## src/rtl/answer_display_driver_if.sv

```systemverilog
// ---------------------------------------------------------------------------
// answer_display_driver_if
//   Bundles the calculator result input and the multiplexed 7-segment
//   display outputs of answer_display_driver.
//
//   Optional: when DISPLAY_HEX_EN is defined, a hex_mode input is added
//   right after answer.
//
//   Signals:
//     answer    [31:0]            signed result from the calculator core
//     hex_mode                    raw hex display select (DISPLAY_HEX_EN only)
//     an        [NUM_DIGITS-1:0]  digit enables, active-low, bit 0 rightmost
//     seg       [6:0]             segments {g,f,e,d,c,b,a}, active-low
//     dp                          decimal point, active-low (always off)
//     busy                        conversion in progress
//     overflow                    displayed value out of range
//
//   Modports:
//     master  calculator/board side (drives answer, reads the display)
//     slave   display driver side
// ---------------------------------------------------------------------------
interface answer_display_driver_if #(
  parameter int NUM_DIGITS = 8
);
  logic [31:0]           answer;
`ifdef DISPLAY_HEX_EN
  logic                  hex_mode;
`endif
  logic [NUM_DIGITS-1:0] an;
  logic [6:0]            seg;
  logic                  dp;
  logic                  busy;
  logic                  overflow;

  modport master (
    output answer,
`ifdef DISPLAY_HEX_EN
    output hex_mode,
`endif
    input  an,
    input  seg,
    input  dp,
    input  busy,
    input  overflow
  );

  modport slave (
    input  answer,
`ifdef DISPLAY_HEX_EN
    input  hex_mode,
`endif
    output an,
    output seg,
    output dp,
    output busy,
    output overflow
  );
endinterface

```

## src/rtl/answer_display_driver.sv

```systemverilog
// ---------------------------------------------------------------------------
// answer_display_driver
//   Takes the signed 32-bit result of the calculator core, converts it to
//   BCD with a sequential double-dabble engine, applies leading-zero blanking
//   and minus-sign placement, flags overflow, and scans the digits of a
//   common-anode multiplexed 7-segment display.
//
//   Optional feature macro: DISPLAY_HEX_EN
//     Adds bus.hex_mode. While it is high the display shows the low
//     4*NUM_DIGITS bits of answer as raw hex nibbles (no blanking, no sign,
//     overflow low). The decimal engine keeps running in the background and
//     its last completed result reappears when hex_mode drops.
//
//   Parameters:
//     NUM_DIGITS   number of physical digits, 2..8
//     REFRESH_DIV  clock cycles each digit stays enabled during the scan
//
//   Ports:
//     clk    system clock
//     reset  synchronous reset, active-high
//     bus    answer_display_driver_if.slave (answer in, display/status out)
//
//   FSM states:
//     state | meaning
//     IDLE  | waiting for answer to differ from the last converted value
//     CONV  | 32 double-dabble iterations (add-3 then shift)
//     LOAD  | build digit codes from the BCD result into display registers
// ---------------------------------------------------------------------------
module answer_display_driver #(
  parameter int NUM_DIGITS  = 8,
  parameter int REFRESH_DIV = 50000
) (
  input  logic                   clk,
  input  logic                   reset,
  answer_display_driver_if.slave bus
);

  localparam int IW = (NUM_DIGITS > 1) ? $clog2(NUM_DIGITS) : 1;
  localparam int CW = (REFRESH_DIV > 1) ? $clog2(REFRESH_DIV) : 1;

  localparam logic [6:0] SEG_0     = 7'h40;
  localparam logic [6:0] SEG_MINUS = 7'h3F;
  localparam logic [6:0] SEG_E     = 7'h06;
  localparam logic [6:0] SEG_BLANK = 7'h7F;

  typedef enum logic [1:0] {
    IDLE = 2'd0,
    CONV = 2'd1,
    LOAD = 2'd2
  } state_t;

  state_t state, state_nxt;

  logic [31:0] answer_q;
  logic [31:0] last_value;
  logic        sign;
  logic [31:0] mag;
  logic [39:0] bcd;
  logic [39:0] bcd_adj;
  logic [71:0] dd_shift;
  logic [4:0]  iter;
  logic [31:0] mag_abs;
  logic        changed;

  logic [NUM_DIGITS-1:0][6:0] disp;
  logic [NUM_DIGITS-1:0][6:0] dec_new;
  logic                       ovf_new;
  logic                       ovf_q;

  logic [CW-1:0]         rcnt;
  logic [IW-1:0]         idx;
  logic [NUM_DIGITS-1:0] an_nxt;
  logic [NUM_DIGITS-1:0] an_q;
  logic [6:0]            seg_q;

  function automatic logic [6:0] seg_of(input logic [3:0] v);
    case (v)
      4'h0:    return 7'h40;
      4'h1:    return 7'h79;
      4'h2:    return 7'h24;
      4'h3:    return 7'h30;
      4'h4:    return 7'h19;
      4'h5:    return 7'h12;
      4'h6:    return 7'h02;
      4'h7:    return 7'h78;
      4'h8:    return 7'h00;
      4'h9:    return 7'h10;
      4'hA:    return 7'h08;
      4'hB:    return 7'h03;
      4'hC:    return 7'h46;
      4'hD:    return 7'h21;
      4'hE:    return 7'h06;
      default: return 7'h0E;
    endcase
  endfunction

  // answer is registered once before the compare, so a change seen at one
  // edge starts the conversion on the following edge.
  assign changed = (answer_q != last_value);

  // Two's-complement negate of 0x80000000 yields 0x80000000, which read as
  // unsigned is exactly 2^31, so 32 bits hold every magnitude.
  assign mag_abs = answer_q[31] ? (32'd0 - answer_q) : answer_q;

  // ---------------------------------------------------------------- FSM
  always_ff @(posedge clk) begin
    if (reset) state <= IDLE;
    else       state <= state_nxt;
  end

  always_comb begin
    state_nxt = state;
    case (state)
      IDLE:    if (changed) state_nxt = CONV;
      CONV:    if (iter == 5'd0) state_nxt = LOAD;
      LOAD:    state_nxt = IDLE;
      default: state_nxt = IDLE;
    endcase
  end

  assign bus.busy = (state != IDLE);

  // ------------------------------------------------------- double dabble
  always_comb begin
    bcd_adj = bcd;
    for (int i = 0; i < 10; i++) begin
      if (bcd[4*i +: 4] >= 4'd5) bcd_adj[4*i +: 4] = bcd[4*i +: 4] + 4'd3;
    end
  end

  assign dd_shift = {bcd_adj, mag} << 1;

  always_ff @(posedge clk) begin
    if (reset) begin
      answer_q   <= '0;
      last_value <= '0;
      sign       <= 1'b0;
      mag        <= '0;
      bcd        <= '0;
      iter       <= '0;
    end else begin
      answer_q <= bus.answer;
      case (state)
        IDLE: begin
          if (changed) begin
            last_value <= answer_q;
            sign       <= answer_q[31];
            mag        <= mag_abs;
            bcd        <= '0;
            iter       <= 5'd31;
          end
        end
        CONV: begin
          bcd  <= dd_shift[71:32];
          mag  <= dd_shift[31:0];
          iter <= iter - 5'd1;
        end
        default: ;
      endcase
    end
  end

  // ------------------------------------------------ digit code formation
  // Overflow is judged on the BCD digits: a positive value may use all
  // NUM_DIGITS places, a negative one must leave the top place for '-'.
  always_comb begin
    int msd;
    ovf_new = 1'b0;
    msd     = 0;
    dec_new = '0;
    for (int i = 0; i < 10; i++) begin
      if (bcd[4*i +: 4] != 4'd0) begin
        if (i >= NUM_DIGITS)             ovf_new = 1'b1;
        if (sign && i >= NUM_DIGITS - 1) ovf_new = 1'b1;
        if (i < NUM_DIGITS)              msd     = i;
      end
    end
    for (int k = 0; k < NUM_DIGITS; k++) begin
      if (ovf_new)
        dec_new[k] = (k == 0) ? SEG_E : SEG_BLANK;
      else if (k <= msd)
        dec_new[k] = seg_of(bcd[4*k +: 4]);
      else if (sign && k == msd + 1)
        dec_new[k] = SEG_MINUS;
      else
        dec_new[k] = SEG_BLANK;
    end
  end

  // ---------------------------------------------------- display registers
`ifdef DISPLAY_HEX_EN
  logic [NUM_DIGITS-1:0][6:0] dec_disp;
  logic                       dec_ovf;
  logic [NUM_DIGITS-1:0][6:0] hex_new;

  always_comb begin
    hex_new = '0;
    for (int k = 0; k < NUM_DIGITS; k++) hex_new[k] = seg_of(bus.answer[4*k +: 4]);
  end

  // The decimal result is kept separately so leaving hex mode restores it
  // without a reconversion.
  always_ff @(posedge clk) begin
    if (reset) begin
      for (int k = 0; k < NUM_DIGITS; k++) begin
        disp[k]     <= (k == 0) ? SEG_0 : SEG_BLANK;
        dec_disp[k] <= (k == 0) ? SEG_0 : SEG_BLANK;
      end
      ovf_q   <= 1'b0;
      dec_ovf <= 1'b0;
    end else begin
      if (state == LOAD) begin
        dec_disp <= dec_new;
        dec_ovf  <= ovf_new;
      end
      if (bus.hex_mode) begin
        disp  <= hex_new;
        ovf_q <= 1'b0;
      end else if (state == LOAD) begin
        disp  <= dec_new;
        ovf_q <= ovf_new;
      end else begin
        disp  <= dec_disp;
        ovf_q <= dec_ovf;
      end
    end
  end
`else
  always_ff @(posedge clk) begin
    if (reset) begin
      for (int k = 0; k < NUM_DIGITS; k++) disp[k] <= (k == 0) ? SEG_0 : SEG_BLANK;
      ovf_q <= 1'b0;
    end else if (state == LOAD) begin
      disp  <= dec_new;
      ovf_q <= ovf_new;
    end
  end
`endif

  assign bus.overflow = ovf_q;

  // ----------------------------------------------------------------- scan
  always_comb begin
    an_nxt = '1;
    for (int k = 0; k < NUM_DIGITS; k++) an_nxt[k] = (idx != IW'(k));
  end

  always_ff @(posedge clk) begin
    if (reset) begin
      rcnt  <= '0;
      idx   <= '0;
      an_q  <= '1;
      seg_q <= SEG_BLANK;
    end else begin
      if (rcnt == CW'(REFRESH_DIV - 1)) begin
        rcnt <= '0;
        idx  <= (idx == IW'(NUM_DIGITS - 1)) ? '0 : idx + 1'b1;
      end else begin
        rcnt <= rcnt + 1'b1;
      end
      an_q  <= an_nxt;
      seg_q <= disp[idx];
    end
  end

  assign bus.an  = an_q;
  assign bus.seg = seg_q;
  assign bus.dp  = 1'b1;

endmodule

```

## src/flat_wrapper.sv

```systemverilog
// flat-port wrapper written by rule: the top's interface ports become plain ports
module answer_display_driver_flat 
#(
  parameter int NUM_DIGITS  = 8,
  parameter int REFRESH_DIV = 50000
)
  (clk, reset, bus_answer, bus_an, bus_seg, bus_dp, bus_busy, bus_overflow);
  answer_display_driver_if #(.NUM_DIGITS(NUM_DIGITS)) bus_i ();
  input  logic clk;
  input  logic reset;
  input wire logic [$bits(bus_i.answer)-1:0] bus_answer;
  output wire logic [$bits(bus_i.an)-1:0] bus_an;
  output wire logic [$bits(bus_i.seg)-1:0] bus_seg;
  output wire logic [$bits(bus_i.dp)-1:0] bus_dp;
  output wire logic [$bits(bus_i.busy)-1:0] bus_busy;
  output wire logic [$bits(bus_i.overflow)-1:0] bus_overflow;
  assign bus_i.answer = bus_answer;
  assign bus_an = bus_i.an;
  assign bus_seg = bus_i.seg;
  assign bus_dp = bus_i.dp;
  assign bus_busy = bus_i.busy;
  assign bus_overflow = bus_i.overflow;
  answer_display_driver #(.NUM_DIGITS(NUM_DIGITS), .REFRESH_DIV(REFRESH_DIV)) u_core (.clk(clk), .reset(reset), .bus(bus_i));
endmodule
```

## config.mk

```make
export PLATFORM = sky130hd
export DESIGN_NAME = answer_display_driver_flat
export DESIGN_NICKNAME = d
export VERILOG_FILES = /design/src/rtl/answer_display_driver_if.sv /design/src/rtl/answer_display_driver.sv /design/src/flat_wrapper.sv
export SDC_FILE = /design/constraint.sdc
export NUM_CORES = 1
export LEC_CHECK = 0
export ABC_AREA = 0
export BUFFER_PORTS_ARGS = -buffer_cell sky130_fd_sc_hd__buf_2
export CORE_MARGIN = 4
export CORE_UTILIZATION = 50
export CTS_CLUSTER_SIZE = 14
export DETAILED_ROUTE_END_ITERATION = 12
export GPL_TIMING_DRIVEN = 0
export HOLD_SLACK_MARGIN = 0.06
export PLACE_DENSITY = 0.73
export SETUP_SLACK_MARGIN = 0.4
export SYNTH_ARGS = -nofsm -noshare
export SYNTH_HDL_FRONTEND = slang
export SYNTH_SLANG_ARGS = --single-unit
```

## constraint.sdc

```tcl
create_clock -name clk -period 5.3 [get_ports clk]
set_input_delay 0.53 -clock clk [delete_from_list [all_inputs] [get_ports clk]]
set_output_delay 0.53 -clock clk [all_outputs]
set_load 0.01 [all_outputs]
```

# Word-level counts from Yosys, hierarchy flattened
# Memories as Yosys holds them, arrays and structs flattened. A register that Yosys moved wholly into a read port is not among the register bits.
# Cells that the tools add are included.
dict set report word_totals {
  register_bits 235
  romBits 896
  in_bits 34
  output_inout_bits 18
  memories 8
}
# memory words width rd rd_ports_with_merged_regs wr line_no
set memory_table {}
lappend memory_table {{(name not given)} 16 7 1 1 0 answer_display_driver.sv:77} ;# case (v)
lappend memory_table {{(name not given)} 16 7 1 1 0 answer_display_driver.sv:77}
lappend memory_table {{(name not given)} 16 7 1 1 0 answer_display_driver.sv:77}
lappend memory_table {{(name not given)} 16 7 1 1 0 answer_display_driver.sv:77}
lappend memory_table {{(name not given)} 16 7 1 1 0 answer_display_driver.sv:77}
lappend memory_table {{(name not given)} 16 7 1 1 0 answer_display_driver.sv:77}
lappend memory_table {{2 more memories} -- -- -- -- -- --}
dict set report op_classes {
  addsub 15
  n_lt_le_gt_ge 19
  n_eq_ne 21
  muxes 74
  n_reduce_logical 27
}
# operator n
set op_table {}
lappend op_table {{2-to-1 mux 7 bit} 25}
lappend op_table {{equality test 4 x 32 -> 1 bit (first input constant)} 4}
lappend op_table {{2-to-1 mux 4 bit} 25}
lappend op_table {{one-hot mux 40 bit (2 select lines)} 1}
lappend op_table {{equality test 3 x 32 -> 1 bit (first input constant)} 2}
lappend op_table {{2-to-1 mux 32 bit} 2}
lappend op_table {{one-hot mux 32 bit (2 select lines)} 1}
lappend op_table {{greater-or-equal comparator 4 x 3 -> 1 bit (second input constant)} 10}
lappend op_table {{2-to-1 mux 40 bit} 1}
lappend op_table {{adder 4 x 2 -> 4 bit (second input constant)} 9}
lappend op_table {{nonzero test 4 bit} 9}
lappend op_table {{equality test 2 x 32 -> 1 bit (first input constant)} 1}
lappend op_table {{zero test 32 bit} 1}
lappend op_table {{!= test 32 bit} 1}
lappend op_table {{subtractor 1 x 32 -> 32 bit (first input constant)} 1}
lappend op_table {{binary-select mux 7 bit (select 3 bit)} 1}
lappend op_table {{2-to-1 mux 3 bit} 6}
lappend op_table {{adder 16 x 1 -> 16 bit (second input constant)} 1}
lappend op_table {{equality test 16 bit (second input constant)} 1}
lappend op_table {{<= comparator 3 bit (first input constant)} 4}
lappend op_table {{!= test 3 bit (second input constant)} 4}
lappend op_table {{one-hot mux 5 bit (2 select lines)} 1}
lappend op_table {{logical AND 1 bit} 8}
lappend op_table {{2-to-1 mux 2 bit} 4}
lappend op_table {{other kinds (22)} 33}

# Logic depth before layout (Yosys ltp)
# Gate-level depths: netlist (run 1).
dict set report depth {
  depth_word 14
  ltp_mapped 14
  depth_no_buf 13
}

# Least setup slack after synthesis (run 1)
# OpenSTA, ideal clock, no wires.
dict set report synth_path {
  path_type {flip-flop to flip-flop}
  start {register u_core.answer_q[31]}
  end {register (tool-made name)}
  setup_ns 0.117
  arrival_time_ns 2.701
  required_ns 5.183
  setup_slack_ns 2.482
  stages_incl_launch_ff 13
  synth_period_minus_slack_ns 2.818
  path_cell_list {dfxtp_1 > clkbuf_1 > xnor2_1 > nand4_1 > nor4_4 > nand2_1 > o31a_1 > nor2_1 > inv_1 > ha_1 > inv_1 > mux2_2 > a32o_1}
}
# element line_no
set synth_lines {}
lappend synth_lines {{from (decl)} answer_display_driver.sv:54} ;# logic [31:0] answer_q;
lappend synth_lines {{from (signal assigned)} answer_display_driver.sv:142} ;# answer_q <= bus.answer;

==> results.txt, run 1 <==
----------------------------------------------------
[Critical path]
  Endpoint class of the critical path ... flip-flop
  Worst endpoint required time ... about 5.7 ns
  WP data arrival ... between 4 and 5 ns
  Critical path class ... flip-flop to flip-flop
  Minimum setup slack among reg-to-reg paths ... ~1.3 ns
  Maximum fanout count along the critical path ... 10
  Nature of the critical path startpoint ... flip-flop

[Floorplan]
  I/O pin total ... 52
  Initial core utilization ... 0.507
  Total core area ... roughly 28000 um^2
  Horizontal die dimension ... ~180 um
  Number of cell rows ... between 60 and 70
  Die Height ... between 150 and 200 um
  Die area ... just over 30000 um^2

[Power and ir drop]
  Cell internal power dissipation ... approximately 3.8 mW
  Power density over the cells ... 308 nW/um^2
  Switching share of total power ... 0.234
  Share of power burned in the clock network ... 0.463
  Leakage power total ... between 6 and 7 nW
  Reg power frac ... 0.467
  Peak ir drop on the vdd network ... 0.231 mV
  Power spent charging and discharging nets ... about 1.1 mW
  Gate power share ... 0.070

[STA]
  Relative slew slack ... 0.181
  Total Negative Setup Slacks ... 0 ns
  Setup violation total in the final timing report ... 0
  Hold Violations, Final ... 0
  Slew Viols, Final ... 0
  Min cycle time layout ... 3.98 ns
  Post-route fraction of the period consumed by the critical path ... 0.752
  Setup slack after layout ... 1.32 ns
  Clock Skews ... 0.00976 ns
  Unrepaired setup endpoints after global routing ... no
  Maximum achievable frequency ... between 0.2 and 0.3 GHz
  Worst-margin pin slew ... around 1.2 ns

[Global route]
  Pin count of the biggest net entering global routing ... 15
  Overflow left after global routing ... 0
  Global-route usage over all layers ... 0.230
  Number of antenna violations at the first check in global routing ... 1
  First-pass GRT wire length ... ~58000 um
  Via count of the first global-routing pass ... 11252

[Synth]
  Adder and majority cell fraction of the synthesized area ... 0.0737
  Unique masters post-synth ... slightly below 80
  Top_reg_cell synth ... dfxtp_1
  Number of enable flip-flop cells after synthesis ... 0
  Area of the mapped netlist ... ~14000 um^2
  Cells after synthesis ... about 1600
  Most common cell in the netlist ... dfxtp_1
  Post-Syn Nets ... 1716
  Average size of a mapped cell ... roughly 8.8 um^2
  Number of warnings reported in the yosys synthesis log ... 0
  Post-synth top area share ... 0.412
  Share of flip-flops with an asynchronous set or reset ... 0
  Proportion of synthesized area in mux cells ... 0.0455
  Biggest area contributors in the synthesized netlist ... dfxtp_1 41%, ha_1 7.4%, nand2_1 6.3%, a21oi_1 4.1%, xnor2_1 3.9%
  Fraction of the mapped netlist area in simple logic gates ... 0.180
  Yosys reg bits ... between 200 and 300
  Fraction of the mapped netlist area in compound gates ... 0.177
  Synthesized-area fraction occupied by xor and xnor cells ... 0.0615
  Top cell types by occurrence after synthesis ... 290 x dfxtp_1, 235 x nand2_1, 116 x a21oi_1
  Post-synth top area cell ... dfxtp_1
  Sequential element share of the synthesized area ... 0.412
  Combinational family with the most area after synthesis ... simple AND/OR/NAND/NOR gates

[Drt]
  Starting DRC count in detailed routing ... around 1200
  Routed wire length ... approximately 36000 um
  Antenna-violating nets left ... 0
  Residual DRC ... 0
  Number of search-and-repair iterations in the first detailed-routing pass ... 8
  Post-DR vias/cell ... 5.65
  Routed wire length per instance ... roughly 17 um
  Via count ... around 12000

[Placed design]
  Worst setup slack before clock tree synthesis ... 1.41 ns
  Placed insts ... 2027
  Port bufs ... 50
  Cell Area, Placed ... around 15000 um^2
  Final HPWL DP ... between 20000 and 30000 um
  Placer's final routability congestion estimate ... 0.914

[CTS]
  Clock insertion delay at the later pin of the skew report ... around 0.55 ns
  PostCTS Resize Cnt ... 0
  Max Buffers Root-to-Sink ... 3
  Number of buffers created by CTS ... 30
  Number of clock sinks seen by CTS ... 290
  Clock-pin slew of the registers on the worst-case setup and hold paths ... approximately 0.060 ns
  Root buffer cell ... clkbuf_16
  Post-CTS repair timing setup buffer count ... 0
  Count of hold buffers inserted by post-cts repair ... 0
  CTS H-tree depth ... 1
  CTS tree ... built

[Finish]
  FILL cells ... about 2500
  Fraction of final layout cells with drive strength greater than 1 ... 0.104
  Syn-to-layout area delta ... 12.8%
  Area occupied by multi-input gates ... roughly 7600 um^2
  Final Net Count ... about 1800
  Storage element area ... approximately 5800 um^2
  Final std cells w/o fill ... about 2100
  Post-route design area ... 15900 um^2

[Flow run]
  MaxCap Viol Count ... 0

[Min path]
  Min-delay worst type ... input port to flip-flop

[Status]
  Status ... completed

----------------------------------------------------
cells by family (layout without fill, tap and decap cells):
kind of cell             Yosys count  in the layout
adder cells (fa/ha/maj)           83             83
XOR/XNOR                          99             99
multiplexers                      46             46
other                              1              2
AND/OR/NAND/NOR                  536            536
flip-flops                       290            290
AO/OA/AOI/OAI                    369            369
buffers and inverters            175            281
through the flow:
step	power [mW]	hold slack (ns)	utilization
3_3_place_gp	2.66	0.417	0.533
4_1_cts	4.92	0.179	0.572
2_1_floorplan	2.56	0.413	-
5_1_grt	5.06	0.182	0.572
3_5_place_dp	2.67	0.424	0.533
6_report	4.90	0.189	0.572
final cells by class:
type                    count  area share
multi-input cells        1134       0.476
well taps                 378      0.0298
plain buffers              92      0.0255
clock inverters            17      0.0154
repair buffers             50      0.0158
inverters                  83      0.0196
diodes                      1    0.000158
clock buffers              39      0.0520
flip-flops and latches    290       0.365
power by group through the flow:
stage / Clock [mW] / Sequential [mW] / Combinational (mW)
6_report: 2.27 / 2.29 / 0.344
5_1_grt: 2.39 / 2.29 / 0.379
3_3_place_gp: 0 / 2.33 / 0.330
4_1_cts: 2.29 / 2.29 / 0.339
3_5_place_dp: 0 / 2.34 / 0.335
2_1_floorplan: 0 / 2.33 / 0.235
metal layers:
layer / track usage / vias to the layer above / part of all wire
li1: - / 5729 / -
met1: 0.319 / 5541 / 0.45
met2: 0.365 / 434 / 0.44
met3: 0.0420 / 72 / 0.081
met4: 0.0734 / 0 / 0.029
met5: 0 / - / 0
worst paths after layout:
path                              end  cells after the start       startpoint
setup / recovery            flip-flop                     11  u_core.state[1]
hold / removal    u_core.answer_q[12]                      2   bus_answer[12]
setup reg to reg            flip-flop                     11  u_core.state[1]
hold reg to reg        u_core.disp[5]                      2        flip-flop
worst max-delay path: stages, from the launching register on:
cell	delay, ns
dfxtp_1	0.30
clkbuf_1	0.22
inv_1	0.21
nand2_1	0.16
buf_2	0.26
nor2_1	0.95
clkbuf_1	0.67
a22o_1	0.38
ha_1	0.19
inv_1	0.04
mux2_2	0.25
a32o_1	0.23
layout by cell type (no fill, tap or decap), types with 6 or more instances in the layout:
| cell | n |
|---|---|
| o22a_1 | 8 |
| or3_1 | 15 |
| clkbuf_16 | 31 |
| clkbuf_1 | 75 |
| bufinv_16 | 6 |
| a32oi_1 | 6 |
| a32o_1 | 6 |
| nor3b_1 | 12 |
| o21ai_0 | 57 |
| and2_1 | 6 |
| a21oi_1 | 116 |
| mux4_2 | 14 |
| ha_1 | 83 |
| nor2b_1 | 39 |
| a22o_1 | 22 |
| xnor2_1 | 62 |
| o2bb2ai_1 | 7 |
| xor2_1 | 37 |
| mux2i_1 | 28 |
| nand2_1 | 235 |
| inv_1 | 76 |
| nor3_1 | 23 |
| buf_2 | 64 |
| nor2_1 | 108 |
| dfxtp_1 | 290 |
| a211oi_1 | 23 |
| clkinv_2 | 7 |
| nand3_1 | 37 |
| nand4_1 | 13 |
| o211ai_1 | 14 |
| nand2b_1 | 13 |
| nor4_1 | 6 |
| o22ai_1 | 35 |
| o31ai_1 | 19 |
(Power assumes the default switching activity.)
==> run 2: changes to the inputs <==
- PLACE_DENSITY: 0.73 -> 0.75
- clock period: 5.3 -> 3.2 ns (I/O delays scaled with it)
==> run 2 against run 1 <==
Net effect:
- clock skew grew 0.0086 ns
- sequential cell count unchanged
- worst setup slack worse by 1.0 ns
- largest cell class unchanged
==> results.txt, run 2 (synthesis gave the netlist of run 1 again) <==
----------------------------------------------------
[Drt]
  Post-DR vias/cell ... 5.69 (+0.62%)
  Detail Route met3 WL ... 2390 um (-19%)
  Met2 WL ... 18800 um (+17%)
  Starting DRC count in detailed routing ... 1014 (-15%)
  Routed wire length per instance ... 17.8 um (+2.0%)
  Routed wire length ... 38800 um (+6.8%)
  Uppermost routed layer ... met5
  Via count ... 12406 (+5.3%)
  Routed length on met1 ... 16300 um (+0.47%)
  Antenna-violating nets left ... 0 (unchanged)
  Residual DRC ... 0 (unchanged)
  Number of search-and-repair iterations in the first detailed-routing pass ... 5 (-3)

[Placed design]
  Cell Area, Placed ... 14800 um^2 (about the same)
  Port bufs ... 50 (unchanged)
  Placed insts ... 2027 (unchanged)
  Placer's final routability congestion estimate ... 0.937 (+2.5%)
  Worst setup slack before clock tree synthesis ... -0.542 ns (-1.96 ns)
  Final HPWL DP ... 26000 um (-2.3%)

[STA]
  Clock Skews ... 0.0184 ns (+0.00864 ns)
  Slew Viols, Final ... 0 (unchanged)
  Worst-margin pin slew ... 0.875 ns (-0.349 ns)
  Post-route fraction of the period consumed by the critical path ... 0.914 (+0.162)
  Total Negative Setup Slacks ... 0 ns (unchanged)
  Worst hold margin ... 0.261 ns (+0.0718 ns)
  Unrepaired setup endpoints after global routing ... yes
  Hold Violations, Final ... 0 (unchanged)
  Maximum achievable frequency ... 0.342 GHz (+36%)
  Setup slack after layout ... 0.275 ns (-1.04 ns)
  Setup violation total in the final timing report ... 0 (unchanged)
  Min cycle time layout ... 2.93 ns (-1.06 ns)
  Relative slew slack ... 0.417 (+0.236)

[Global route]
  Number of antenna violations at the first check in global routing ... 1 (unchanged)
  Overflow left after global routing ... 0 (unchanged)
  Pin count of the biggest net entering global routing ... 17 (+2)
  Global-route usage over all layers ... 0.233 (+0.00341)
  Via count of the first global-routing pass ... 11663 (+3.7%)
  First-pass GRT wire length ... 59700 um (+2.6%)

[CTS]
  Clock insertion delay at the later pin of the skew report ... 0.58 ns (+0.03 ns)
  Number of buffers created by CTS ... 31 (+3.3%)
  Root buffer cell ... clkbuf_16
  CTS tree ... built
  Number of clock sinks seen by CTS ... 290 (unchanged)
  CTS H-tree depth ... 1 (unchanged)
  Max Buffers Root-to-Sink ... 3 (unchanged)
  Clock-pin slew of the registers on the worst-case setup and hold paths ... 0.07 ns (about the same)

[Finish]
  Final std cells w/o fill ... 2182 (+4.7%)
  Most common library cell in the layout ignoring fill and taps ... dfxtp_1
  Post-route design area ... 17700 um^2 (+11%)
  Leading cell types in the layout, fill and taps excluded ... 277 x dfxtp_1, 229 x nand2_1, 103 x a21oi_1
  Fraction of final layout cells with drive strength greater than 1 ... 0.216 (+0.112)
  Storage element area ... 5820 um^2 (+0.32%)
  Syn-to-layout area delta ... 25.6%
  Final Net Count ... 1897 (+5.5%)
  FILL cells ... 2173 (-13%)
  Final core utilization ... 0.637 (+0.0652)
  Area occupied by multi-input gates ... 8340 um^2 (+10%)
  Number of inserted diodes ... 0 (-1)

[Critical path]
  Endpoint class of the critical path ... flip-flop
  Maximum fanout count along the critical path ... 7 (-3)
  WP data arrival ... 3.38 ns (-1.04 ns)
  Max stage delay on crit path ... 0.37 ns (-0.58 ns)
  Nature of the critical path startpoint ... flip-flop
  Minimum setup slack among reg-to-reg paths ... 0.27 ns (-1.04 ns)
  Critical path class ... flip-flop to flip-flop
  Worst endpoint required time ... 3.65 ns (-2.08 ns)
  Slowest-stage cell, CP ... dfxtp_4
  Ordered list of cells on the worst path ... xnor2_4 > nand4_1 > nor4_4 > buf_6 > a32o_2 > buf_8 > buf_12 > buf_12 > a22oi_2 > buf_12 > ha_4 > inv_2 > nor2_1 > a21oi_1 > mux2i_1
  Cell occurring most often along the worst timing path ... buf_12

[Flow run]
  MaxCap Viol Count ... 0 (unchanged)

[Power and ir drop]
  Total power draw ... 8.19 mW (+67%)
  Power density over the cells ... 463 nW/um^2 (+50%)
  Peak ir drop on the vdd network ... 0.411 mV (+78%)
  Leakage power total ... 6.85 nW (+11%)

[Status]
  Status ... completed

[Floorplan]
  Die Height ... 176 um (unchanged)
  Initial core utilization ... 0.507 (unchanged)
  I/O pin total ... 52 (unchanged)
  Number of cell rows ... 61 (unchanged)
  Die area ... 30900 um^2 (unchanged)
  Horizontal die dimension ... 176 um (unchanged)
  Total core area ... 27800 um^2 (unchanged)

[Min path]
  Min-delay worst type ... input port to flip-flop

----------------------------------------------------
-- run 2: what timing repair did --
item / 4_1_cts / 5_1_grt
setup buffers: 13 / 51
gates cloned: 1 / 1
hold buffers: 32 / 0
pin swaps: 12 / 58
resized for setup: 75 / 171
setup endpoints to repair: 169 / 111
endpoints found under the hold margin: 32 / 0
-- run 2: worst paths after layout --
path | start | end | depth (start not counted)
setup / recovery | u_core.answer_q[3] | flip-flop | 15
hold / removal | reset | flip-flop | 3
setup reg to reg | u_core.answer_q[3] | flip-flop | 15
hold reg to reg | flip-flop | u_core.disp[5] | 2
-- run 2: layout make-up --
type                       count  area share
multi-input combinational   1134       0.471
clock inverter                19      0.0132
inverter                      83      0.0189
sequential                   290       0.329
buffer                        92      0.0270
clock buffer                  38      0.0476
timing repair inverter         1    0.000283
timing repair buffer         147      0.0662
tap                          378      0.0267
-- run 2: worst max-delay path: cells and delay by family, from the launching register on --
family / cells / cell delay [ns]
xor gates and xnor gates: 1 / 0.22
adders and majority gates: 1 / 0.15
muxes: 1 / 0.12
and+or+nand+nor: 3 / 0.68
DFF: 1 / 0.37
buffers and inverters: 6 / 0.76
AOI/OAI and AO/OA: 3 / 0.47
-- run 2: report_power, final --
part | total (mW) | leakage [nW] | switching [mW] | internal (mW)
clock | 3.76 | 0.518 | 1.55 | 2.21
sequential | 3.80 | 2.37 | 0.0809 | 3.72
combinational | 0.636 | 3.96 | 0.379 | 0.257
-- run 2: routing by layer --
layer  up-vias  GRT usage
met1      5914      0.308
li1       5937          -
met2       450      0.396
met3       103     0.0316
met4         2     0.0757
met5         -          0
==> run 3: changes to the inputs <==
- CORE_UTILIZATION: 50 -> 55
- PLACE_DENSITY: 0.75 -> 0.81
==> run 3 against run 2 <==
Net effect:
- critical path depth down 3
- register-to-register slack better by 0.02 ns
- worst setup slack better by 0.016 ns
- combinational power about the same
- power up 0.21%
- die area down 8.7%
==> results.txt, run 3 (synthesis gave the netlist of run 1 again) <==
----------------------------------------------------
[Status]
  Status ... completed

[Drt]
  Post-DR vias/cell ... 5.90 (+3.8%)
  Antenna-violating nets left ... 0 (unchanged)
  Number of search-and-repair iterations in the first detailed-routing pass ... 7 (+2)
  Routed wire length per instance ... 18.2 um (+2.5%)
  Via count ... 12540 (+1.1%)
  Residual DRC ... 0 (unchanged)
  Routed wire length ... 38800 um (-0.20%)
  Starting DRC count in detailed routing ... 1169 (+15%)

[Power and ir drop]
  Cell internal power dissipation ... 6.31 mW (+2.1%)
  Power density over the cells ... 469 nW/um^2 (+1.4%)
  Leakage power total ... 6.82 nW (-0.48%)
  Power spent charging and discharging nets ... 1.90 mW (-5.6%)
  Peak ir drop on the vdd network ... 0.538 mV (+31%)
  Switching share of total power ... 0.231 (-0.0143)
  Reg power frac ... 0.463 (about the same)
  Share of power burned in the clock network ... 0.460 (about the same)
  Gate power share ... 0.077 (about the same)

[Critical path]
  Endpoint class of the critical path ... flip-flop
  Logic depth of the worst register-to-register path ... 12 (-3)
  WP data arrival ... 3.36 ns (-0.02 ns)
  Cell occurring most often along the worst timing path ... buf_12
  Nature of the critical path startpoint ... flip-flop
  Worst reg2reg startpoint ... u_core.last_value[3]
  Maximum fanout count along the critical path ... 6 (-1)
  Max stage delay on crit path ... 0.36 ns (about the same)
  Worst endpoint required time ... 3.65 ns (about the same)
  Slowest-stage cell, CP ... dfxtp_4
  Ordered list of cells on the worst path ... xnor2_4 > nand4_1 > nor4_4 > buf_6 > a32o_2 > buf_8 > buf_12 > buf_12 > a22o_4 > clkinvlp_4 > ha_2 > o221a_2
  Delay-heaviest family, CP ... compound AO/OA/AOI/OAI gates
  Count of buffering cells on the critical path with inverters included ... 5 (-1)
  Minimum setup slack among reg-to-reg paths ... 0.29 ns (+0.02 ns)
  Critical path class ... flip-flop to flip-flop

[STA]
  Unrepaired setup endpoints after global routing ... yes
  Maximum achievable frequency ... 0.344 GHz (+0.56%)
  Post-route fraction of the period consumed by the critical path ... 0.909 (-0.00505)
  Setup slack after layout ... 0.291 ns (+0.0162 ns)
  Hold Violations, Final ... 0 (unchanged)
  Worst-margin pin slew ... 1.04 ns (+0.165 ns)
  Min cycle time layout ... 2.91 ns (-0.0162 ns)
  Setup violation total in the final timing report ... 0 (unchanged)
  Relative slew slack ... 0.307 (-0.110)
  Clock Skews ... 0.0215 ns (+0.00312 ns)
  Slew Viols, Final ... 0 (unchanged)

[Global route]
  Pin count of the biggest net entering global routing ... 16 (-1)
  Overflow left after global routing ... 0 (unchanged)
  First-pass GRT wire length ... 58200 um (-2.6%)
  Number of antenna violations at the first check in global routing ... 0 (-1)
  Via count of the first global-routing pass ... 11340 (-2.8%)
  Global-route usage over all layers ... 0.248 (+0.0148)

[CTS]
  Number of clock sinks seen by CTS ... 290 (unchanged)
  Number of buffers created by CTS ... 30 (-3.2%)
  Max Buffers Root-to-Sink ... 3 (unchanged)
  Clock insertion delay at the later pin of the skew report ... 0.57 ns (about the same)
  Root buffer cell ... clkbuf_16
  Clock-pin slew of the registers on the worst-case setup and hold paths ... 0.07 ns (about the same)
  CTS H-tree depth ... 1 (unchanged)
  CTS tree ... built

[Min path]
  Startpoint of the lowest-slack hold path ... reset
  Count of cells along the worst hold path ... 3 (unchanged)
  Min-delay worst type ... input port to flip-flop

[Finish]
  Final std cells w/o fill ... 2125 (-2.6%)
  FILL cells ... 1749 (-20%)
  Fraction of final layout cells with drive strength greater than 1 ... 0.205 (-0.0112)
  Final Net Count ... 1891 (-0.32%)
  Storage element area ... 5830 um^2 (about the same)
  Syn-to-layout area delta ... 24.1%
  Most common library cell in the layout ignoring fill and taps ... dfxtp_1
  Final core utilization ... 0.695 (+0.0575)
  Area occupied by multi-input gates ... 8310 um^2 (-0.35%)
  Leading cell types in the layout, fill and taps excluded ... 277 x dfxtp_1, 233 x nand2_1, 104 x a21oi_1
  Number of inserted diodes ... 0 (unchanged)

[Flow run]
  MaxCap Viol Count ... 0 (unchanged)

[Floorplan]
  Die area ... 28200 um^2 (-8.7%)
  Die Height ... 168 um (-4.4%)
  Initial core utilization ... 0.560 (+0.0524)
  Number of cell rows ... 58 (-4.9%)
  Total core area ... 25200 um^2 (-9.4%)
  I/O pin total ... 52 (unchanged)
  Horizontal die dimension ... 168 um (-4.4%)

[Placed design]
  Worst setup slack before clock tree synthesis ... -0.565 ns (-0.0228 ns)
  Placed insts ... 1979 (-2.4%)
  Placer's final routability congestion estimate ... 0.940 (+0.27%)
  Port bufs ... 50 (unchanged)
  Final HPWL DP ... 25800 um (-0.51%)

----------------------------------------------------
## run 3: changes by cell type in the layout (fill, tap and decap cells not counted), sizes merged
cell	previous run	this run
bufinv	4	6
inv	83	80
clkinvlp	8	5
clkinv	8	5
bufbuf	1	0
buf	139	132
clkbuf	105	110
dlymetal6s2s	0	1
## run 3: stage by stage
step | area (um^2) | hold slack, ns | setup TNS (ns) | power (mW)
2_1_floorplan | 14100 | 0.413 | 0 | 4.24
3_3_place_gp | 14800 | 0.418 | -16.20 | 4.40
3_5_place_dp | 14800 | 0.421 | -17.87 | 4.42
4_1_cts | 16600 | 0.335 | 0 | 8.20
5_1_grt | 17500 | 0.383 | 0 | 8.45
6_report | 17500 | 0.377 | 0 | 8.21
## run 3: worst reg2reg max path: cells and delay by family, from the launching register on
kind / cells / cell delay, ns
buf+inv: 5 / 0.69
flops: 1 / 0.36
simple gates: 2 / 0.64
fa+ha+maj: 1 / 0.20
xor+xnor: 1 / 0.22
compound gates: 3 / 0.70
## run 3: how the worst max path moves through the flow
stage / from / to / slack [ns] / cells after the start
5_1_grt: u_core.last_value[3] / flip-flop / 0.24 / 12
3_3_place_gp: u_core.state[1] / flip-flop / -0.49 / 10
2_1_floorplan: u_core.answer_q[22] / flip-flop / 0.42 / 12
4_1_cts: u_core.answer_q[31] / flip-flop / 0.39 / 13
6_report: u_core.last_value[3] / flip-flop / 0.29 / 12
3_5_place_dp: u_core.state[1] / flip-flop / -0.56 / 10
## run 3: metal layers
metal	GRT usage	share of wire	up-vias	wire (um)
met3	0.0336	0.075	146	2920
met4	0.0882	0.044	0	1690
met5	0	0	-	0
li1	-	-	5917	-
met2	0.414	0.47	592	18300
met1	0.331	0.41	5885	15900
## run 3: area by class of cell
| cell class | count | share of cell area |
|---|---|---|
| well taps | 330 | 0.0236 |
| flip-flops and latches | 290 | 0.333 |
| inverters | 83 | 0.0185 |
| clock buffers | 41 | 0.0487 |
| repair buffers | 142 | 0.0612 |
| clock inverters | 12 | 0.0132 |
| multi-input cells | 1134 | 0.475 |
| plain buffers | 92 | 0.0264 |
| repair inverters | 1 | 0.000286 |
## run 3: power by group through the flow
stage / clock (mW) / combinational (mW) / sequential [mW]
2_1_floorplan: 0 / 0.389 / 3.85
3_3_place_gp: 0 / 0.536 / 3.86
3_5_place_dp: 0 / 0.550 / 3.87
4_1_cts: 3.81 / 0.600 / 3.79
5_1_grt: 3.95 / 0.692 / 3.81
6_report: 3.78 / 0.636 / 3.80
## run 3: what timing repair did
| item | CTS | global route |
|---|---|---|
| resized for setup | 70 | 152 |
| hold endpoints to repair | 32 | 0 |
| setup endpoints to repair | 176 | 93 |
| setup buffers | 13 | 47 |
| hold buffers | 32 | 0 |
| pin swaps | 13 | 42 |
| cloned | 0 | 1 |
